[src/rtl/zero_check_arbiter.sv]
// Round-robin arbiter sharing one 16-bit NOR zero detector among four requesters.
// The granted requester's operands are latched, evaluated, and returned with its id.

module nor16way (
  input  logic [15:0] a,
  input  logic [15:0] b,
  output logic        out
);
  assign out = ~|(a | b);
endmodule

module zero_check_arbiter #(
  parameter int N_REQ = 4,
  parameter int WIDTH = 16
) (
  input  logic                   clk,
  input  logic                   rst_n,
  input  logic [N_REQ-1:0]       req,
  input  logic [N_REQ*WIDTH-1:0] a_in,
  input  logic [N_REQ*WIDTH-1:0] b_in,
  output logic [N_REQ-1:0]       gnt,
  output logic                   busy,
  output logic                   done,
  output logic                   result,
  output logic [1:0]             done_id
);

  typedef enum logic [1:0] {
    IDLE = 2'd0,
    EVAL = 2'd1,
    DONE = 2'd2
  } state_t;

  state_t      state_r, state_s;
  logic [15:0] op_a_r, op_b_r;
  logic [1:0]  id_r, ptr_r, done_id_r;
  logic        res_r, done_r, busy_r;
  logic [3:0]  gnt_r, gnt_s;
  logic [1:0]  win_s, idx_s;
  logic        hit_s;
  logic        nor_s;

  nor16way u_nor (
    .a   (op_a_r),
    .b   (op_b_r),
    .out (nor_s)
  );

  // Winner search from ptr and next-state decode
  always_comb begin
    state_s = state_r;
    gnt_s   = 4'b0000;
    win_s   = 2'd0;
    idx_s   = 2'd0;
    hit_s   = 1'b0;
    for (int i = 0; i < 4; i++) begin
      idx_s = ptr_r + 2'(i);
      if (!hit_s && req[idx_s]) begin
        hit_s = 1'b1;
        win_s = idx_s;
      end else begin
        hit_s = hit_s;
      end
    end
    case (state_r)
      IDLE: begin
        if (hit_s) begin
          state_s = EVAL;
          gnt_s   = 4'b0001 << win_s;
        end else begin
          state_s = IDLE;
        end
      end
      EVAL:    state_s = DONE;
      DONE:    state_s = IDLE;
      default: state_s = IDLE;
    endcase
  end

  // State, captured operands, pointer and all output registers
  always_ff @(posedge clk or negedge rst_n) begin
    if (!rst_n) begin
      state_r   <= IDLE;
      op_a_r    <= 16'h0000;
      op_b_r    <= 16'h0000;
      id_r      <= 2'd0;
      ptr_r     <= 2'd0;
      res_r     <= 1'b0;
      gnt_r     <= 4'b0000;
      busy_r    <= 1'b0;
      done_r    <= 1'b0;
      done_id_r <= 2'd0;
    end else begin
      state_r <= state_s;
      gnt_r   <= gnt_s;
      busy_r  <= (state_s != IDLE);
      done_r  <= (state_s == DONE);
      case (state_r)
        IDLE: begin
          if (hit_s) begin
            op_a_r <= a_in[{win_s, 4'b0000} +: 16];
            op_b_r <= b_in[{win_s, 4'b0000} +: 16];
            id_r   <= win_s;
          end
        end
        EVAL: begin
          res_r     <= nor_s;
          done_id_r <= id_r;
        end
        DONE:    ptr_r <= id_r + 2'd1;
        default: ptr_r <= ptr_r;
      endcase
    end
  end

  assign gnt     = gnt_r;
  assign busy    = busy_r;
  assign done    = done_r;
  assign result  = res_r;
  assign done_id = done_id_r;

endmodule

[config.mk]
export PLATFORM = sky130hd
export DESIGN_NAME = zero_check_arbiter
export DESIGN_NICKNAME = d
export VERILOG_FILES = /design/src/rtl/zero_check_arbiter.sv
export SDC_FILE = /design/constraint.sdc
export NUM_CORES = 1
export LEC_CHECK = 0
export BUFFER_PORTS_ARGS = -buffer_cell sky130_fd_sc_hd__buf_2
export CAP_MARGIN = 20
export CORE_UTILIZATION = 46
export DETAILED_ROUTE_END_ITERATION = 16
export HOLD_SLACK_MARGIN = 0.02
export PLACE_DENSITY = 0.8
export SYNTH_ARGS = -nofsm -noshare
export SYNTH_HDL_FRONTEND = slang
export SYNTH_SLANG_ARGS = --single-unit
[constraint.sdc]
create_clock -name clk -period 2.2 [get_ports clk]
set_clock_uncertainty 0.15 [all_clocks]
set_input_delay 0.33 -clock clk [delete_from_list [all_inputs] [get_ports clk]]
set_output_delay 0.33 -clock clk [all_outputs]
set_load 0.1 [all_outputs]
==> results of run 1 <==
cell families after synthesis:
logic type | count (synthesis) | share of synthesized area
muxes | 66 | 0.243
and+or+nand+nor | 62 | 0.103
DFF | 46 | 0.422
AOI/OAI and AO/OA | 42 | 0.160
buffers and inverters | 24 | 0.0683
xor gates and xnor gates | 1 | 0.00321
per-stage QoR:
stage          instances  utilization  hold WS (ns)  setup slack [ns]  total power (uW)
3_5_place_dp         444        0.620         0.194             0.221              4110
3_3_place_gp         444        0.620         0.193             0.283              4010
2_1_floorplan        241            -        -0.116            0.0626              3620
4_1_cts              453        0.638         0.199             0.262              4630
5_1_grt              453        0.638         0.196             0.180              4920
6_report             453        0.638         0.205             0.280              4570
worst max-delay path, stage by stage, from the launching register on:
cell and delay [ns]:
dfrtp_1 0.42, o221a_1 0.31, o22ai_4 0.20, buf_12 0.28, mux2i_1 0.30, o221ai_2 0.11
cell usage after synthesis:
cell type  number  area share
nor2b_1         3      0.0069
dfrtp_1        46        0.42
o31ai_1         1      0.0028
a21oi_1         2      0.0037
buf_6           5       0.021
mux2i_1        64        0.23
o221a_1         1      0.0041
o21ai_0         3      0.0055
nand2_1        39       0.054
xnor2_1         1      0.0032
nor2_1          3      0.0041
nor4_1          9       0.021
o221ai_2       15       0.083
or3_1           1      0.0023
nand2_2         1      0.0023
nand4_1         2      0.0046
inv_4           1      0.0023
a21o_1          1      0.0028
clkbuf_4        1      0.0028
buf_8           1      0.0055
buf_12          1      0.0073
nor3_1          1      0.0018
clkbuf_1        3      0.0041
mux2_2          2      0.0083
buf_4           6       0.017
nand2b_1        2      0.0046
o221ai_1       17       0.055
and3_1          1      0.0023
o22ai_1         2      0.0046
inv_1           4      0.0055
buf_2           2      0.0037
cell type report:
type                       count  area, um2
fill                         478       2030
multi-input combinational    171       1410
sequential                    46       1150
timing repair buffer         151        818
tap                           72       90.1
clock buffer                   7       86.3
inverter                       5       21.3
clock inverter                 1       5.00
layer usage:
metal  up-vias  GRT usage
met3        10     0.0414
li1       1191          -
met2        82      0.378
met5         -          0
met4         0     0.0600
met1      1118      0.246
worst max-delay path by stage:
| stage | startpoint | endpoint | slack, ns | depth (start not counted) |
|---|---|---|---|---|
| detailed placement | req[2] | op_b_r[11] | 0.22 | 7 |
| global placement | req[2] | op_b_r[11] | 0.28 | 7 |
| global route | ptr_r[0] | op_b_r[14] | 0.18 | 5 |
| finish | ptr_r[0] | op_a_r[6] | 0.28 | 5 |
| floorplan | done | op_b_r[3] | 0.06 | 7 |
| CTS | ptr_r[0] | op_b_r[11] | 0.26 | 5 |
repair_timing:
| item | CTS | global route |
|---|---|---|
| hold buffers | 1 | 0 |
| endpoints found under the hold margin | 23 | 0 |
| resized for setup | 0 | 0 |
power by group:
part | switching (uW) | leakage [uW] | internal, uW | total [uW]
Sequential | 244 | 0.000572 | 1250 | 1490
Clock | 261 | 0.0000482 | 253 | 514
Combinational | 1530 | 0.00133 | 1030 | 2570
Total | 2040 | 0.00195 | 2530 | 4570
registers in the layout (all words and copies together), names as in the netlist:
register / flops
result: 1
done: 1
op_b_r: 16
state_r: 1
op_a_r: 16
done_id: 2
id_r: 2
busy: 1
gnt: 4
ptr_r: 2
==> impl_results.md, run 1 <==
- Layout cell share with drive strength beyond 1: 0.467
- Hold path depth: 3
- Largest fanout on the critical path: 37
- Area delta synth->final: 31.2%
- Yosys warnings: 0
- Final TNS setup: 0 ns
- Root Driver: clkbuf_8
- Final setup viols: 0
- Leading cell type in the layout, fill and taps excluded: buf_2
- Initial Util: 0.487
- Pin count of the biggest net entering global routing: 38
- Total Routing Usage GR: 0.208
- Peak supply drop: roughly 770 uV
- Tightest Hold Check Type: primary input to flop
- Vias per cell: approximately 5.3
- Clk slew on worst S/H paths: around 0.080 ns
- Mean post-synth cell area: about 11 um2
- Routed length per instance: about 14 um
- Final worst-path cycle share: 0.873
- Worst hold start: a_in[60]
- Slew Viols, Final: 0
- Fin crit period: approximately 1.9 ns
- Via count: approximately 2400
- Die width: between 70 and 80 um
- Number of max-cap violations: 0
- Fmax: about 0.52 GHz
- Pre-antenna DRT Iters: 4
- Initial antenna violation count: 0
- Die Y: just under 80 um
- Final Hold Viols: 0
- # DRC: 0
- Worst-Margin Slew: approximately 0.55 ns
- Setup Fix Bufs, Post-CTS: 0
- Met2 WL: approximately 3300 um
- RSZ-0062 raised after global routing: false
- #FFs+latches synth: between 40 and 50
- Cell Area, Placed: ~0.0035 mm2
- R2R setup slack: ~0.28 ns
- # IOs: roughly 140
- Metal3 WL: 331 um
- H-tree Lvls: 2
- Routability cong.: ~0.75
- Overflow after GRT: 0
- DP HPWL: roughly 5000 um
- Status: complete, no violations
- Reg2reg end: op_a_r[6]
- Fin area: approximately 0.0036 mm2
- Core area: around 0.0056 mm2
- Layout Nets: about 500
- Critical Path RT: about 2.2 ns
- Syn Inst Count: about 240
- M1 WL: around 2600 um
- Ant diodes: 0
- Iter 0 DRT Violations: 57
- Mapped Area: between 0.002 and 0.003 mm2
- Die area: approximately 0.0062 mm2
- Clk Latency, worst-skew pair: between 0.2 and 0.3 ns
- Syn Nets: approximately 380
- Max transition margin: 0.630
- Clock tree buffer depth: 2
- Sink Count: 46
- Hold endpoint: op_a_r[12]
- Row count: 27
- Most frequent cells in the layout: buf_2, mux2i_1, dfrtp_1
- DRT antenna net count: 0
- First-pass GRT wire length: ~10000 um
- Cell Pwr Density: approximately 1300 mW/mm2
- Num CTS Buffers: 5
- Uppermost routed layer: met4
- Port Buf Inserts: around 140
- Kind of critical path: flop to flop
- Aggregate routed wire length: between 6000 and 7000 um
- Vias in the first global route: roughly 2300
- Critical path arrival: between 1.5 and 2 ns
- Synth unique cells: 31
- Worst Reg-to-Reg Cells: 5
- Critical R2R Launch: ptr_r[0]
- TritonCTS clock tree: done
- Sequential fraction of the synthesis area: 0.422
- Pleak: 0.00195 uW
- CP Launch Type: flop
- Endpoint class of the critical path: flop
No activity file was read; power rests on OpenSTA's default activity.
==> run 2, diff against run 1 <==
ABC_AREA = 1   (was default)
CORE_UTILIZATION = 49   (was 46)
==> run 2 against run 1 <==
Net effect:
- the run now ends with setup timing left
- routed wire length is 120% higher
- worst setup slack worse by 0.45 ns
- global-route usage is 4.6 points higher
- utilization is 17 points higher
- clock-buffer cell count is 1 lower
- non-clock buffer count is 43 higher
- sequential share of layout area is 11 points lower
- critical path type unchanged
==> impl_results.md, run 2 <==
- Routability cong.: 0.859 (+14%)
- Iter 0 DRT Violations: 503 (+780%)
- Post-synth EDFFs: 0 (unchanged)
- Initial Util: 0.510 (+0.0231)
- Via count: 4595 (+91%)
- Synth top area cells: dfrtp_1, nand2_1, nand3_1, inv_1, or2_2
- Cell Area, Placed: 0.00426 mm2 (+22%)
- Overflow after GRT: 0 (unchanged)
- Register area: 0.00115 mm2 (+0.22%)
- Max transition margin: 0.674 (+0.0441)
- Clock tree buffer depth: 2 (unchanged)
- Core area: 0.00679 mm2 (+21%)
- Worst-Margin Slew: 0.489 ns (-0.0661 ns)
- Cell total after placement: 775 (+75%)
- Area leader, netlist: dfrtp_1
- Critical Path RT: 2.26 ns (+0.04 ns)
- Pin count of the biggest net entering global routing: 47 (+24%)
- Vias in the first global route: 3594 (+60%)
- Fillers: 406 (-15%)
- #FFs+latches synth: 46 (unchanged)
- Port Buf Inserts: 142 (unchanged)
- Layout Nets: 859 (+67%)
- Crit. Startpoint: ptr_r[0]
- DRT antenna net count: 0 (unchanged)
- First-pass GRT wire length: 15000 um (+50%)
- CP Launch Type: flop
- # DRC: 0 (unchanged)
- Total Routing Usage GR: 0.254 (+0.0459)
- Routed length per instance: 16.9 um (+22%)
- Mean post-synth cell area: 6.31 um2 (-44%)
- Critical path arrival: 2.43 ns (+0.49 ns)
- Clk Latency, worst-skew pair: 0.32 ns (+0.03 ns)
- TritonCTS clock tree: done
- Multi-input gate area: 0.00227 mm2 (+61%)
- Root Driver: clkbuf_8
- Crit path top cell by count: nand2_2
- CP bufs+invs: 3 (+2)
- Critical path depth in cells: 15 (+10)
- Syn Nets: 683 (+82%)
- Vias per cell: 5.59 (+5.5%)
- Leading cell type in the layout, fill and taps excluded: nand2_1
- Cells along the critical path: buf_6, nand2_2, nand2_2, nand2_2, nand2_2, nor2_4, nand3_2, nand2_4, buf_4, clkbuf_16, nand3_1, nand3_1, nand2_1, nand2_1, nand2_1
- Post-synth top flop: dfrtp_1
- Row count: 30 (+11%)
- Initial antenna violation count: 0 (unchanged)
- Top-count cell post-synth: nand2_1
- Sink Count: 46 (unchanged)
- # IOs: 143 (unchanged)
- Final setup viols: 33 (+33)
- Number of max-cap violations: 0 (unchanged)
- Cell Count, Final, Fillers Out: 822 (+81%)
- Ant diodes: 0 (unchanged)
- Mapped Area: 0.00346 mm2 (+27%)
- Slew Viols, Final: 0 (unchanged)
- Fin area: 0.00550 mm2 (+54%)
- Hold path depth: 4 (+1)
- Die width: 86.1 um (+8.9%)
- Die Y: 86.1 um (+8.9%)
- Largest fanout on the critical path: 14 (-62%)
- Synth top area share: 0.332 (-0.0895)
- Final Hold Viols: 0 (unchanged)
- Fmax: 0.422 GHz (-19%)
- Fin crit period: 2.37 ns (+0.449 ns)
- Final worst slack: -0.169 ns (-0.449 ns)
- CP peak stage delay: 0.48 ns (+0.06 ns)
- Worst path slowest cell: dfrtp_2
- Layout cell share with drive strength beyond 1: 0.474 (+0.00664)
- Pre-antenna DRT Iters: 6 (+2)
- RSZ-0062 raised after global routing: true
- H-tree Lvls: 2 (unchanged)
- Final hold slack: 0.154 ns (-0.0507 ns)
- Top delay family on crit path: simple AND/OR/NAND/NOR gates
- Clk slew on worst S/H paths: 0.10 ns (+0.02 ns)
- CP endpoint: op_a_r[6]
- Area delta synth->final: 58.7%
- Aggregate routed wire length: 13900 um (+120%)
- Sequential fraction of the synthesis area: 0.332 (-0.0895)
- DP HPWL: 6890 um (+38%)
- Reg2reg end: op_a_r[6]
- Synth unique cells: 28 (-9.7%)
- Num CTS Buffers: 5 (unchanged)
- Tightest Hold Check Type: primary input to flop
- Die area: 0.00741 mm2 (+19%)
- Failing checks: setup timing
- Syn Inst Count: 549 (+130%)
- Endpoint class of the critical path: flop
- Worst Reg-to-Reg Cells: 15 (+10)
- Critical R2R Launch: ptr_r[0]
- Fraction of registers with async set/reset: 1.00 (unchanged)
- R2R setup slack: -0.17 ns (-0.45 ns)
- Kind of critical path: flop to flop
- Commonest cells post-synth: nand2_1, nand3_1, inv_1
- Pre-CTS WS: -0.0973 ns (-0.319 ns)
- Status: finished with violations
- Most frequent cells in the layout: nand2_1, buf_2, inv_1
- Final worst-path cycle share: 1.08 (+0.204)
- Yosys warnings: 0 (unchanged)
==> run 2: cell count changes in the layout (fill, tap and decap cells not counted), moves of 26 or more <==
cell	before	now
inv_1	4	99
nand2_1	39	151
or2_4	0	33
nand3_1	0	58
mux2i_1	64	0
nand2_2	1	27
nand3_2	0	57
==> run 2: tightest hold or removal path, cell delays in order <==
cell and delay (ns):
buf_2 0.08, or2_4 0.10, nand3_2 0.05, nand3_2 0.05
==> run 2: area by class of cell <==
type,count,area share
multi-input cells,372,0.413
repair buffers,194,0.258
flip-flops and latches,46,0.210
inverters,105,0.0753
well taps,96,0.0219
clock buffers,6,0.0132
clock inverters,2,0.00683
repair inverters,1,0.00159
==> run 2: worst min-delay path by stage <==
stage / start / endpoint / slack [ns]
finish: a_in[53] / op_a_r[5] / 0.15
global route: b_in[61] / op_b_r[13] / 0.17
CTS: a_in[52] / op_a_r[4] / 0.17
detailed placement: rst_n / gnt[2] / 0.15
global placement: rst_n / gnt[0] / 0.16
floorplan: rst_n / busy / -0.12
==> run 2: metal layers <==
| metal | routed length [um] | GRT usage | vias up |
|---|---|---|---|
| li1 | - | - | 2029 |
| met1 | 4810 | 0.295 | 2101 |
| met2 | 6900 | 0.468 | 353 |
| met3 | 1190 | 0.0356 | 112 |
| met4 | 995 | 0.100 | 0 |
| met5 | 0 | 0 | - |
==> run 2: metrics by stage <==
stage	utilization	TNS (ns)
floorplan	-	0
global placement	0.627	-0.0369
detailed placement	0.627	-1.05
CTS	0.656	-0.0322
global route	0.809	-5.68
finish	0.809	-3.36
==> run 2: cell families (layout without fill, tap and decap cells) <==
kind of cell    count (synthesis)  after routing  share of synthesized area
compound gates                  8              8                     0.0134
xor+xnor                        1              1                    0.00253
buf+inv                       131            308                      0.162
flops                          46             46                      0.332
simple gates                  363            363                      0.490
==> run 2: timing repair <==
action,CTS,global route
hold buffers,1,0
pin swaps,3,29
endpoints found under the setup margin,24,35
cloned,1,12
resized for setup,6,159
hold endpoints to repair,19,0
buffers inserted,3,22
Power of run 2 is left out: the tool's default activity adds up to more than one toggle a clock period on the data nets, which glitch-free logic cannot reach.
